===== src/rtl/shift_arb_seq.sv =====
// Round-robin arbiter and pass sequencer in front of a shared 16-bit arithmetic right-shifter.
// Amounts above MAX_STEP are split into several registered passes through the external shifter.
module shift_arb_seq #(
  parameter int WIDTH    = 16,
  parameter int AMT_W    = 5,
  parameter int MAX_STEP = 15
) (
  input  logic             clk,
  input  logic             rst_n,
  input  logic             req0_valid,
  input  logic [WIDTH-1:0] req0_a,
  input  logic [AMT_W-1:0] req0_amt,
  output logic             req0_ready,
  input  logic             req1_valid,
  input  logic [WIDTH-1:0] req1_a,
  input  logic [AMT_W-1:0] req1_amt,
  output logic             req1_ready,
  output logic [WIDTH-1:0] sh_a,
  output logic [3:0]       sh_op,
  input  logic [WIDTH-1:0] sh_r,
  output logic             rsp_valid,
  output logic [WIDTH-1:0] rsp_data,
  output logic             rsp_id,
  input  logic             rsp_ready,
  output logic             busy
);

  typedef enum logic [1:0] {IDLE = 2'd0, RUN = 2'd1, DONE = 2'd2} state_t;

  state_t             state_reg, state_next;
  logic [WIDTH-1:0]   work_reg, work_next;
  logic [AMT_W-1:0]   rem_reg, rem_next;
  logic               id_reg, id_next;
  logic               ptr_reg, ptr_next;

  logic [1:0]         valid_vec;
  logic [1:0]         grant;
  logic [1:0]         ready_vec;
  logic [3:0]         step;
  logic               last_pass;

  assign valid_vec = {req1_valid, req0_valid};

  // A lone requester always wins; on contention the pointer decides.
  genvar gi;
  generate
    for (gi = 0; gi < 2; gi++) begin : g_grant
      assign grant[gi]     = valid_vec[gi] & (~valid_vec[1-gi] | (ptr_reg == 1'(gi)));
      assign ready_vec[gi] = (state_reg == IDLE) & grant[gi];
    end
  endgenerate

  assign req0_ready = ready_vec[0];
  assign req1_ready = ready_vec[1];

  assign last_pass = (rem_reg <= AMT_W'(MAX_STEP));
  assign step      = last_pass ? rem_reg[3:0] : 4'(MAX_STEP);

  assign sh_a      = work_reg;
  assign sh_op     = (state_reg == RUN) ? step : 4'd0;
  assign rsp_valid = (state_reg == DONE);
  assign rsp_data  = (state_reg == DONE) ? work_reg : '0;
  assign rsp_id    = (state_reg == DONE) ? id_reg : 1'b0;
  assign busy      = (state_reg != IDLE);

  always_comb begin
    state_next = state_reg;
    work_next  = work_reg;
    rem_next   = rem_reg;
    id_next    = id_reg;
    ptr_next   = ptr_reg;
    case (state_reg)
      IDLE: begin
        if (|ready_vec) begin
          work_next  = ready_vec[1] ? req1_a : req0_a;
          rem_next   = ready_vec[1] ? req1_amt : req0_amt;
          id_next    = ready_vec[1];
          state_next = RUN;
        end
      end
      RUN: begin
        work_next = sh_r;
        rem_next  = rem_reg - AMT_W'(step);
        if (last_pass) state_next = DONE;
      end
      DONE: begin
        // Served requester drops to lowest priority once the result is taken.
        if (rsp_ready) begin
          ptr_next   = ~id_reg;
          state_next = IDLE;
        end
      end
      default: state_next = IDLE;
    endcase
  end

  always_ff @(posedge clk or negedge rst_n) begin
    if (!rst_n) begin
      state_reg <= IDLE;
      work_reg  <= '0;
      rem_reg   <= '0;
      id_reg    <= 1'b0;
      ptr_reg   <= 1'b0;
    end else begin
      state_reg <= state_next;
      work_reg  <= work_next;
      rem_reg   <= rem_next;
      id_reg    <= id_next;
      ptr_reg   <= ptr_next;
    end
  end

endmodule


===== config.mk =====
export PLATFORM = sky130hd
export DESIGN_NAME = shift_arb_seq
export DESIGN_NICKNAME = d
export VERILOG_FILES = /design/src/rtl/shift_arb_seq.sv
export SDC_FILE = /design/constraint.sdc
export NUM_CORES = 1
export LEC_CHECK = 0
export CORE_UTILIZATION = 38
export CTS_CLUSTER_DIAMETER = 30
export DETAILED_ROUTE_END_ITERATION = 7
export PLACE_DENSITY = 0.82
export SLEW_MARGIN = 20
export SYNTH_ARGS = -nofsm -noshare
export SYNTH_HDL_FRONTEND = slang
export SYNTH_SLANG_ARGS = --single-unit

===== constraint.sdc =====
create_clock -name clk -period 3.4 [get_ports clk]
set_input_delay 0.85 -clock clk [delete_from_list [all_inputs] [get_ports clk]]
set_output_delay 0.85 -clock clk [all_outputs]
set_load 0.05 [all_outputs]

==> flow_summary.yaml <==
pwr:
  p_leak_uw: 0.00119
  pwr-share-comb: 0.698
  p_seq_frac: 0.234
  power.internal_uw: 1190
  switchingPower_uw: 1380
  clockPowerShare: 0.069
  ir_worst_vdd_mv: 0.496
  swShare: 0.535
  power.density_nw_per_um2: 998
timing:
  fin_setup_tns_ns: 0
  slew_violations: 0
  skew_ns: 0.00165
  tightestPinTransition_ns: 0.512
  fin_crit_sh: 0.831
  rsz0062_at_grt: "no"
  min_period_ns: 2.83
  fmax_ghz: 0.354
  relSlewSlack: 0.657
  finalHoldViolCount: 0
  setup_viol: 0
yosys:
  synth_top_area_frac: 0.415
  synth_area_leader_cell: "dfrtp_1"
  synth_seq_cells: 25
  syn_area_um2: 1510
  syn-num-nets: 220
  synth_area_leaders: "dfrtp_1 41%, mux2i_1 13%, a22oi_1 8.5%, and2_1 6.6%, o21ai_1 6.0%"
  yosysUniqueCellTypes: 32
  syn_inst: 156
  syn_avg_cell_area_um2: 9.66
  yosysSeqAreaShare: 0.415
  yosysWarnings: 0
cts:
  clock_sinks: 25
  cts_setup_buffers: 0
  cts_buffers: 3
  cts_tree: "done"
  clockRootBuffer: "clkbuf_8"
  worstSkewPairLatency_ns: 0.26
  htree_num_levels: 1
  ctsResizeCount: 0
  clockBufferDepth: 2
  cts_hold_buf: 0
  clk_pin_slew_worst_paths_ns: 0.09
cells_and_area:
  drive_gt1_frac: 0.136
  final_area_um2: 2580
  fin_nets: 322
  layout_commonest_cell: "clkdlybuf4s50_1"
  final_cell_mix: "83 x clkdlybuf4s50_1, 25 x dfrtp_1, 24 x buf_4"
  syn_to_final_growth_pct: 71.0
  largest_register_ffs: 16
  diodes: 0
critical_path:
  cp.arrival_ns: 1.98
  cp_max_fo: 7
  crit_required_ns: 2.55
  critPathLaunchType: "flip-flop"
  timing_worst_setup_path_type: "flip-flop to output port"
  worst_setup_path_end_kind: "output port"
route:
  vias: 1546
  drc: 0
  drt-pass1-iter-count: 5
  drt_iter0_drc: 61
  wl_per_cell_um: 14.3
  finalWirelength_um: 4370
  ant_nets: 0
  drt-vias-per-instance: 5.07
global_routing:
  grt_max_degree: 26
  grtUsageTotal: 0.214
  antenna_found_initial: 0
  grt-ovfl-total: 0
  grt_pass1_vias: 1545
  grt_pass1_wl_um: 7070
placed_design:
  placed_cell_area_um2: 2530
  place_congestion: 0.756
  place_hpwl_um: 3260
  io_buffers: 103
die:
  die_area_um2: 4220
  fp-row-count: 22
  coreArea_um2: 3740
  initial_core_util: 0.403
  ios: 104
  die_h_um: 65.0
  dieWidth_um: 65.0
outcome:
  status: "finished, final reports clean"
job:
  drv_cap: 0
worst_hold_path:
  hold_class: "flip-flop to flip-flop"
cells in the mapped netlist:
cell type	instances
dfrtp_1	25
mux2i_1	19
o21ai_1	18
a22oi_1	17
and2_1	16
nor2_1	13
clkbuf_1	5
nand2b_1	5
inv_1	4
buf_2	3
buf_6	3
nand2_1	3
a31oi_1	2
and3_1	2
mux2_2	2
nor2b_1	2
o21ai_0	2
a21oi_1	1
ha_1	1
nand3_1	1
nand3_2	1
nand3b_1	1
nand4_1	1
nor3_1	1
o211ai_2	1
o21a_1	1
o221a_1	1
o221ai_2	1
o22ai_1	1
o311ai_1	1
or2_1	1
or3_4	1
final timing paths:
check	startpoint	end	slack, ns	cells after the start
setup / recovery	state_reg[1]$_DFFE_PN0P_	sh_op[2]	0.57	3
hold / removal	id_reg$_DFFE_PN0P_	ptr_reg$_DFFE_PN0P_	0.45	1
setup reg to reg	state_reg[0]$_DFFE_PN0P_	rem_reg[2]$_DFFE_PN0P_	1.68	5
hold reg to reg	id_reg$_DFFE_PN0P_	ptr_reg$_DFFE_PN0P_	0.45	1
max in group asynchronous	rst_n	sh_a[0]$_DFFE_PN0P_	2.20	2
min in group asynchronous	rst_n	ptr_reg$_DFFE_PN0P_	0.95	2
area by class of cell:
class	instances	area, um^2
clock buffer	3	41.3
timing repair buffer	108	1030
fill	318	1170
sequential	25	626
inverter	4	15.0
tap	48	60.1
multi-input combinational	116	800
clock inverter	1	5.00
through the flow:
stage | hold WS (ns) | setup slack, ns | power, uW | util | cells
CTS | 0.456 | 0.576 | 2590 | 0.689 | 305
global route | 0.508 | 0.500 | 2730 | 0.689 | 305
global placement | 0.439 | 0.760 | 2390 | 0.676 | 301
detailed placement | 0.443 | 0.748 | 2410 | 0.676 | 301
floorplan | 0.427 | 0.891 | 1850 | - | 156
finish | 0.454 | 0.574 | 2570 | 0.689 | 305
logic make-up (layout without fill, tap and decap cells):
| logic type | count (synthesis) | in the layout | share of synthesized area |
|---|---|---|---|
| compound gates | 46 | 46 | 0.203 |
| buf+inv | 15 | 116 | 0.0548 |
| flops | 25 | 25 | 0.415 |
| simple gates | 48 | 48 | 0.178 |
| mux | 21 | 21 | 0.141 |
| fa+ha+maj | 1 | 1 | 0.00830 |
routing by layer:
metal  part of all wire  vias to the layer above  GRT usage
met4             0.0044                        0     0.0444
met1               0.43                      719      0.272
met2               0.50                       64      0.374
li1                   -                      761          -
met3              0.068                        2     0.0405
met5                  0                        -          0
power groups by stage:
stage / sequential (uW) / combinational [uW] / clock [uW]
CTS: 600 / 1810 / 182
floorplan: 905 / 948 / 0
global route: 630 / 1910 / 194
global placement: 600 / 1790 / 0
detailed placement: 601 / 1810 / 0
finish: 602 / 1790 / 176
critical path, cell delays in order (launching register included):
cell and delay, ns:
dfrtp_1 0.45, nand2b_1 0.28, nor2_1 0.16, clkdlybuf4s50_1 0.82
No activity file was read; power rests on OpenSTA's default activity.
